### src/rtl/icache_ctrl.sv
// icache_ctrl: read-only, direct-mapped instruction cache.
// 8 lines of 4 words each, with a 3-bit tag per line.
// A hit returns its word combinationally in the same cycle.
// A miss fetches the whole 16-byte block from instruction memory.
// The fetch passes through MEM_FETCH and UPDATE and then returns to IDLE.
module icache_ctrl (
  input  logic         CLK,
  input  logic         RESET,
  input  logic [9:0]   ADDRESS,
  input  logic         READ,
  output logic [31:0]  READDATA,
  output logic         BUSYWAIT,
  output logic [5:0]   MEM_ADDRESS,
  output logic         MEM_READ,
  input  logic [127:0] MEM_READDATA,
  input  logic         MEM_BUSYWAIT
);

  typedef enum logic [1:0] {
    IDLE,
    MEM_FETCH,
    UPDATE
  } state_t;

  state_t       state_q, state_d;
  logic [5:0]   miss_addr_q, miss_addr_d;
  logic         first_q, first_d;
  logic [7:0]   valid_q, valid_d;
  logic [2:0]   tag_q  [8];
  logic [2:0]   tag_d  [8];
  logic [127:0] data_q [8];
  logic [127:0] data_d [8];

  logic [2:0]   addr_tag;
  logic [2:0]   addr_idx;
  logic [1:0]   addr_word;
  logic [127:0] sel_line;
  logic         hit;
  logic         fill;

  // Split the byte address into its fields; bits [1:0] are deliberately unused.
  always_comb begin
    addr_tag  = ADDRESS[9:7];
    addr_idx  = ADDRESS[6:4];
    addr_word = ADDRESS[3:2];
  end

  // Detect a hit, and select the addressed word from the indexed line.
  always_comb begin
    sel_line = data_q[addr_idx];
    hit      = READ && valid_q[addr_idx] && (tag_q[addr_idx] == addr_tag);
    case (addr_word)
      2'd0:    READDATA = sel_line[31:0];
      2'd1:    READDATA = sel_line[63:32];
      2'd2:    READDATA = sel_line[95:64];
      default: READDATA = sel_line[127:96];
    endcase
  end

  // Miss FSM: next state and memory handshake outputs.
  // The first_q flag ensures MEM_READ stays up for at least one full cycle
  // before a low MEM_BUSYWAIT is trusted.
  // BUSYWAIT is forced low while RESET is held, so the CPU never stalls during reset.
  always_comb begin
    state_d     = state_q;
    miss_addr_d = miss_addr_q;
    first_d     = 1'b0;
    BUSYWAIT    = 1'b0;
    MEM_READ    = 1'b0;
    MEM_ADDRESS = 6'd0;
    fill        = 1'b0;
    case (state_q)
      IDLE: begin
        if (READ && !hit) begin
          BUSYWAIT    = 1'b1;
          miss_addr_d = {addr_tag, addr_idx};
          first_d     = 1'b1;
          state_d     = MEM_FETCH;
        end
      end
      MEM_FETCH: begin
        BUSYWAIT    = 1'b1;
        MEM_READ    = 1'b1;
        MEM_ADDRESS = miss_addr_q;
        if (!first_q && !MEM_BUSYWAIT) begin
          state_d = UPDATE;
        end
      end
      UPDATE: begin
        BUSYWAIT = 1'b1;
        fill     = 1'b1;
        state_d  = IDLE;
      end
      default: state_d = IDLE;
    endcase
    if (!RESET) begin
      BUSYWAIT = 1'b0;
    end
  end

  // Line fill: the captured miss address picks the line, never the live ADDRESS.
  // This keeps the write unaffected when the CPU changes its address mid-fetch.
  always_comb begin
    valid_d = valid_q;
    tag_d   = tag_q;
    data_d  = data_q;
    if (fill) begin
      valid_d[miss_addr_q[2:0]] = 1'b1;
      tag_d[miss_addr_q[2:0]]   = miss_addr_q[5:3];
      data_d[miss_addr_q[2:0]]  = MEM_READDATA;
    end
  end

  // Control state and valid bits clear asynchronously.
  // A reset in mid-fill therefore leaves the target line invalid.
  always_ff @(posedge CLK or negedge RESET) begin
    if (!RESET) begin
      state_q     <= IDLE;
      miss_addr_q <= 6'd0;
      first_q     <= 1'b0;
      valid_q     <= 8'd0;
    end else begin
      state_q     <= state_d;
      miss_addr_q <= miss_addr_d;
      first_q     <= first_d;
      valid_q     <= valid_d;
    end
  end

  // Tag and data storage has no reset; it is only trusted once its valid bit is set.
  always_ff @(posedge CLK) begin
    tag_q  <= tag_d;
    data_q <= data_d;
  end

endmodule

### config.mk
export PLATFORM = sky130hd
export DESIGN_NAME = icache_ctrl
export DESIGN_NICKNAME = d
export VERILOG_FILES = /design/src/rtl/icache_ctrl.sv
export SDC_FILE = /design/constraint.sdc
export NUM_CORES = 1
export LEC_CHECK = 0
export CAP_MARGIN = 20
export CORE_MARGIN = 10
export CORE_UTILIZATION = 33
export CTS_CLUSTER_DIAMETER = 80
export CTS_CLUSTER_SIZE = 20
export DETAILED_ROUTE_END_ITERATION = 16
export GPL_ROUTABILITY_DRIVEN = 1
export PLACE_DENSITY_LB_ADDON = 0.08
export SLEW_MARGIN = 10
export SYNTH_ARGS = -nofsm -noshare
export SYNTH_HDL_FRONTEND = slang
export SYNTH_SLANG_ARGS = --single-unit
### constraint.sdc
create_clock -name CLK -period 9.9 [get_ports CLK]
set_clock_uncertainty 0.2 [all_clocks]
set_input_delay 1.98 -clock CLK [delete_from_list [all_inputs] [get_ports CLK]]
set_output_delay 1.98 -clock CLK [all_outputs]
set_load 0.01 [all_outputs]
==> results of run 1 <==
per-stage QoR:
stage                     power, mW  hold slack, ns  instances  instance area (um^2)  util, %
after floorplan                6.03           0.234       1751                 40700        -
after global placement         6.48           0.247       3507                 44700     36.6
after detailed placement       6.51           0.251       3507                 44700     36.6
after CTS                      9.34           0.272       3597                 46600     38.2
after global routing           9.56           0.280       3599                 46600     38.2
final                          9.17           0.274       3601                 46600     38.2
cell type report:
class	count	area [um^2]	area share, %
multi-input combinational	587	8450	18.1
sequential	1065	31900	68.4
antenna	4	10.0	0.0215
inverter	4	15.0	0.0322
clock buffer	74	1760	3.76
tap	1625	2030	4.36
timing repair buffer	226	2300	4.92
clock inverter	16	188	0.402
layer usage:
metal	share of wire, %	track usage (%)
met5	0.18	0
met2	48	23.8
met3	5.4	2.99
met1	45	20.3
met4	1.9	3.76
state kept, by name (all words and copies together), names as in the netlist:
name and flops:
miss_addr_q 6, state_q 2, valid_q 8, tag_q 24, data_q 1024, first_q 1
power groups by stage:
stage / sequential [mW] / clock (mW) / combinational, mW
after floorplan: 5.50 / 0 / 0.530
after global placement: 5.47 / 0 / 1.01
after detailed placement: 5.48 / 0 / 1.02
after CTS: 5.38 / 2.93 / 1.03
after global routing: 5.40 / 3.08 / 1.07
final: 5.38 / 2.81 / 0.986
cell usage after synthesis, drive strengths merged:
| master | n | share of area [%] |
|---|---|---|
| dfrtp | 17 | 1.0 |
| or2 | 9 | 0.14 |
| o22ai | 32 | 0.49 |
| clkbuf | 35 | 0.32 |
| a21oi | 46 | 0.57 |
| xor2 | 3 | 0.065 |
| mux2i | 126 | 3.1 |
| buf | 60 | 0.75 |
| edfxtp | 1048 | 77 |
| inv | 4 | 0.037 |
| a211o | 14 | 0.30 |
| mux4 | 261 | 14 |
| and2 | 7 | 0.11 |
| nand2 | 3 | 0.028 |
| a41oi | 2 | 0.11 |
| mux2 | 8 | 0.22 |
| nand2b | 5 | 0.077 |
| o21ai | 3 | 0.037 |
| nor2b | 14 | 0.22 |
| ha | 5 | 0.15 |
| nor3b | 1 | 0.018 |
| nor2 | 27 | 0.25 |
| a2bb2oi | 1 | 0.022 |
| nor3 | 20 | 0.25 |
cell families after synthesis:
group,Yosys count,synth area share [%]
xor+xnor,3,0.0645
mux,395,17.8
compound gates,98,1.52
simple gates,86,1.08
fa+ha+maj,5,0.154
flops,1065,78.3
buf+inv,99,1.11
worst min-delay path by stage:
stage	depth (start not counted)	from	endpoint	slack [ns]
6_report	1	valid_q[6]	valid_q[6]	0.27
5_1_grt	1	valid_q[2]	valid_q[2]	0.28
4_1_cts	1	valid_q[2]	valid_q[2]	0.27
3_5_place_dp	1	valid_q[5]	valid_q[5]	0.25
3_3_place_gp	1	valid_q[6]	valid_q[6]	0.25
2_1_floorplan	1	valid_q[2]	valid_q[2]	0.23
critical path: cells and delay by family:
kind | cells | cell delay, ns
muxes | 1 | 0.55
and+or+nand+nor | 1 | 0.14
buffers and inverters | 3 | 1.51
AOI/OAI and AO/OA | 3 | 1.18
placed cells by master (no fill, tap or decap), types with 4 or more instances in the layout:
cell,netlist,final
nor2_1,27,21
nor3_1,20,18
dfrtp_1,17,17
nor2b_1,14,14
nand2b_1,5,4
edfxtp_1,1048,1048
clkdlybuf4s50_1,0,176
inv_1,4,4
diode_2,0,4
a21oi_1,46,46
a211o_1,14,14
nor2_4,0,6
mux4_2,261,261
and2_1,7,6
clkbuf_16,0,69
o22ai_1,32,32
or2_2,9,9
buf_12,1,11
clkbuf_1,35,4
mux2i_1,126,126
mux2_2,7,7
ha_1,5,5
buf_4,3,36
==> impl_metrics.yaml, run 1 <==
die:
  die-area_um2: 138000
  num_rows: 128
  die_w_um: 371
  core_um2: 122000
  io-pin-count: 182
  fp.dieH_um: 371
  initial_utilization_pct: 33.3
worst_setup_path:
  r2r_setup_slack_ns: 6.31
  slowest_delay_ns: 0.66
  reg2reg_depth: 6
  r2r_end: "data_q[987]"
  critPathLaunch: "ADDRESS[4]"
  cpMostUsedCell: "a21oi_1"
  critPathKind: "input pin to output pin"
  worstPathCellList: "buf_8, buf_4, mux4_2, nor2b_1, a211o_1, a21oi_1, a21oi_1, clkdlybuf4s50_1"
  crit_fanout: 51
  critPathSlowestCell: "a21oi_1"
  crit_path_end: "READDATA[30]"
  worstPathArrival_ns: 5.50
  critPathLaunchType: "input pin"
  r2r-start: "state_q[0]"
  crit_path_end_kind: "output pin"
  cp.required_ns: 7.72
timing:
  fin_tns_setup_ns: 0
  clock.fmax_mhz: 130
  tightestPinTransition_ns: 1.10
  period_minus_slack_ns: 7.68
  rsz0062_at_grt: "false"
  slew_viol_final: 0
  final-hold-violation-count: 0
  setup_ws_ns: 2.22
  timing.final.crit_share_pct: 77.6
  setup_viol: 0
  relSlewSlack_pct: 26.6
placement:
  dpl.hpwl_mm: 56.2
  gp_congestion: 0.689
  portBuffers: 179
  pre_cts_slack_ns: 2.07
power_and_ir_drop:
  p_int_mw: 7.04
  switching_power_mw: 2.13
  peakVddDrop_uv: 107
  combPwrFrac_pct: 10.7
  pwr-share-clk_pct: 30.6
  p_seq_share_pct: 58.6
  powerDensity_nw_per_um2: 197
  p_leak_nw: 14.4
  swShare_pct: 23.2
cells_and_area:
  area_delta_synth_final_pct: 14.5
  drive_above_1_share_pct: 21.4
  nFillCells: 10900
  nets: 2097
logic_synthesis:
  ys_ff_latch: 1065
  yosysUniqueCellTypes: 31
  synth_cells: 1751
  avgSynthCellArea_um2: 23.3
  netlist_area_um2: 40700
  syn-num-nets: 1898
  seq_area_frac_synth_pct: 78.3
  ys_warn_count: 0
clock_tree:
  clock-sinks: 1065
  cts_setup_buffers: 0
  cts.path.max_buffers: 3
  htreeDepth: 3
  clk_pin_slew_worst_paths_ns: 0.08
  ctsRootBufferMaster: "clkbuf_16"
  clkLatencyLatePin_ns: 0.64
  hold_buffers: 0
  cts_resized: 0
  cts_buffers: 66
  cts_tree: "done"
global_routing:
  grt_pass1_vias: 19500
  grtUsageTotal_pct: 14.8
  grt_remaining_overflow: 0
  grt_pass1_wl_mm: 146
  grt_max_degree: 107
  antenna_found_initial: 33
hold_path:
  hold_path.class: "register to register"
detailed_routing:
  first_pass_iters: 5
  ant_nets: 0
  finalWirelength_mm: 102
  via_count: 18100
  first_iter_violations: 1231
  routedWlPerCell_um: 28.3
  drc: 0
  vias_per_cell: 5.04
outcome:
  status: "complete, no violations"
flow_run:
  maxCapViolations: 0
(Power assumes the default switching activity.)
==> run 2: changes to the inputs <==
- clock period: 9.9 -> 7.35 ns (I/O delays scaled with it)
==> run 2 against run 1 <==
Against the previous run:
- cell count grew 0.64%
- first-iteration DRC count shrank 4.1%
- count of clock-buffer cells in the layout grew 3
- highest routed layer unchanged
- final area grew 0.51%
- die area is the same
- wire length shrank 1.0%
- register-to-register slack lost 2.2 ns
- utilization grew 0.19 points
==> impl_metrics.yaml, run 2 (same netlist as run 1, synthesis figures left out) <==
worst_setup_path:
  r2r-start: "state_q[0]"
  crit_path_end_kind: "output pin"
  worstPathArrival_ns: 4.70
  r2r_setup_slack_ns: 4.10
  critPathLaunchType: "input pin"
  r2r_end: "data_q[979]"
  critPathKind: "input pin to output pin"
  cp.required_ns: 5.68
  reg2reg_depth: 6
  crit_fanout: 44
power_and_ir_drop:
  powerDensity_nw_per_um2: 265
  power_mw: 12.4
  peakVddDrop_uv: 156
  p_leak_nw: 14.6
placement:
  placed_cells: 3527
  dpl_cell_area_um2: 44900
  pre_cts_slack_ns: 0.898
  dpl.hpwl_mm: 55.7
  portBuffers: 179
  gp_congestion: 0.669
die:
  die-area_um2: 138000
  initial_utilization_pct: 33.3
  core_um2: 122000
  num_rows: 128
  die_w_um: 371
  io-pin-count: 182
  fp.dieH_um: 371
timing:
  fin_tns_setup_ns: 0
  timing.final.crit_share_pct: 86.7
  holdWs_ns: 0.272
  rsz0062_at_grt: "false"
  tightestPinTransition_ns: 0.955
  slew_viol_final: 0
  setup_ws_ns: 0.978
  period_minus_slack_ns: 6.37
  final-hold-violation-count: 0
  relSlewSlack_pct: 36.2
  clock.fmax_mhz: 157
  setup_viol: 0
global_routing:
  grt_max_degree: 108
  antenna_found_initial: 32
  grt_pass1_vias: 19400
  grt_remaining_overflow: 0
  grt_pass1_wl_mm: 145
  grtUsageTotal_pct: 14.5
clock_tree:
  cts_resized: 0
  hold_buffers: 0
  clock-sinks: 1065
  cts.path.max_buffers: 3
  cts_setup_buffers: 0
  clk_pin_slew_worst_paths_ns: 0.08
  htreeDepth: 3
  clkLatencyLatePin_ns: 0.65
  cts_tree: "done"
  ctsRootBufferMaster: "clkbuf_16"
  cts_buffers: 67
cells_and_area:
  top_regs: "data_q x1024, tag_q x24, valid_q x8"
  final_common_cell: "edfxtp_1"
  final_cells: 3624
  regMostFlops: "data_q"
  area_delta_synth_final_pct: 15.1
  nets: 2118
  final_cell_area_um2: 46900
  fin_util_pct: 38.4
  drive_above_1_share_pct: 22.1
  largest_reg_flops: 1024
  layout_common_cells: "edfxtp_1 (1048), mux4_2 (261), clkdlybuf4s50_1 (176)"
detailed_routing:
  routedWlPerCell_um: 27.8
  via_count: 18300
  ant_nets: 0
  vias_per_cell: 5.05
  finalWirelength_mm: 101
  first_pass_iters: 5
  first_iter_violations: 1180
  drc: 0
hold_path:
  hold_path_depth: 1
  hold_path.class: "register to register"
  hold_end: "valid_q[7]"
  hold_start: "valid_q[7]"
outcome:
  status: "complete, no violations"
flow_run:
  maxCapViolations: 0
==> run 2: worst max-delay path by stage <==
stage	startpoint	to	slack [ns]	depth (start not counted)
floorplan	state_q[0]	valid_q[3]	0.21	5
global placement	ADDRESS[4]	READDATA[14]	0.89	8
detailed placement	ADDRESS[2]	READDATA[6]	0.90	7
CTS	ADDRESS[2]	READDATA[6]	0.89	7
global route	ADDRESS[4]	READDATA[14]	0.76	8
finish	ADDRESS[4]	READDATA[14]	0.98	8
==> run 2: area by class of cell <==
cell class / count / area (um^2)
clock buffer: 77 / 1760
timing repair buffer: 246 / 2480
clock inverter: 17 / 239
fill: 10900 / 75300
antenna: 3 / 7.51
sequential: 1065 / 31900
multi-input combinational: 587 / 8450
tap: 1625 / 2030
inverter: 4 / 15.0
==> run 2: worst max-delay path, cell delays in order <==
cell and delay (ns):
buf_8 0.43, buf_4 0.31, mux4_2 0.51, mux2i_1 0.17, o22ai_1 0.20, nor3_1 0.67
a21oi_1 0.22, clkdlybuf4s50_1 0.57
==> run 2: per-layer routing <==
metal / part of all wire (%) / vias up / wire length, um / GRT usage, %
met3: 5.5 / 139 / 5570 / 3.27
met5: 0.20 / - / 200 / 0
met4: 1.8 / 32 / 1800 / 3.34
li1: - / 7826 / - / -
met2: 47 / 341 / 47000 / 22.8
met1: 46 / 9962 / 46200 / 20.6
==> run 2: power breakdown <==
| group | internal [mW] | switching (mW) |
|---|---|---|
| Sequential | 7.12 | 0.120 |
| Combinational | 0.546 | 0.788 |
| Clock | 1.87 | 1.98 |
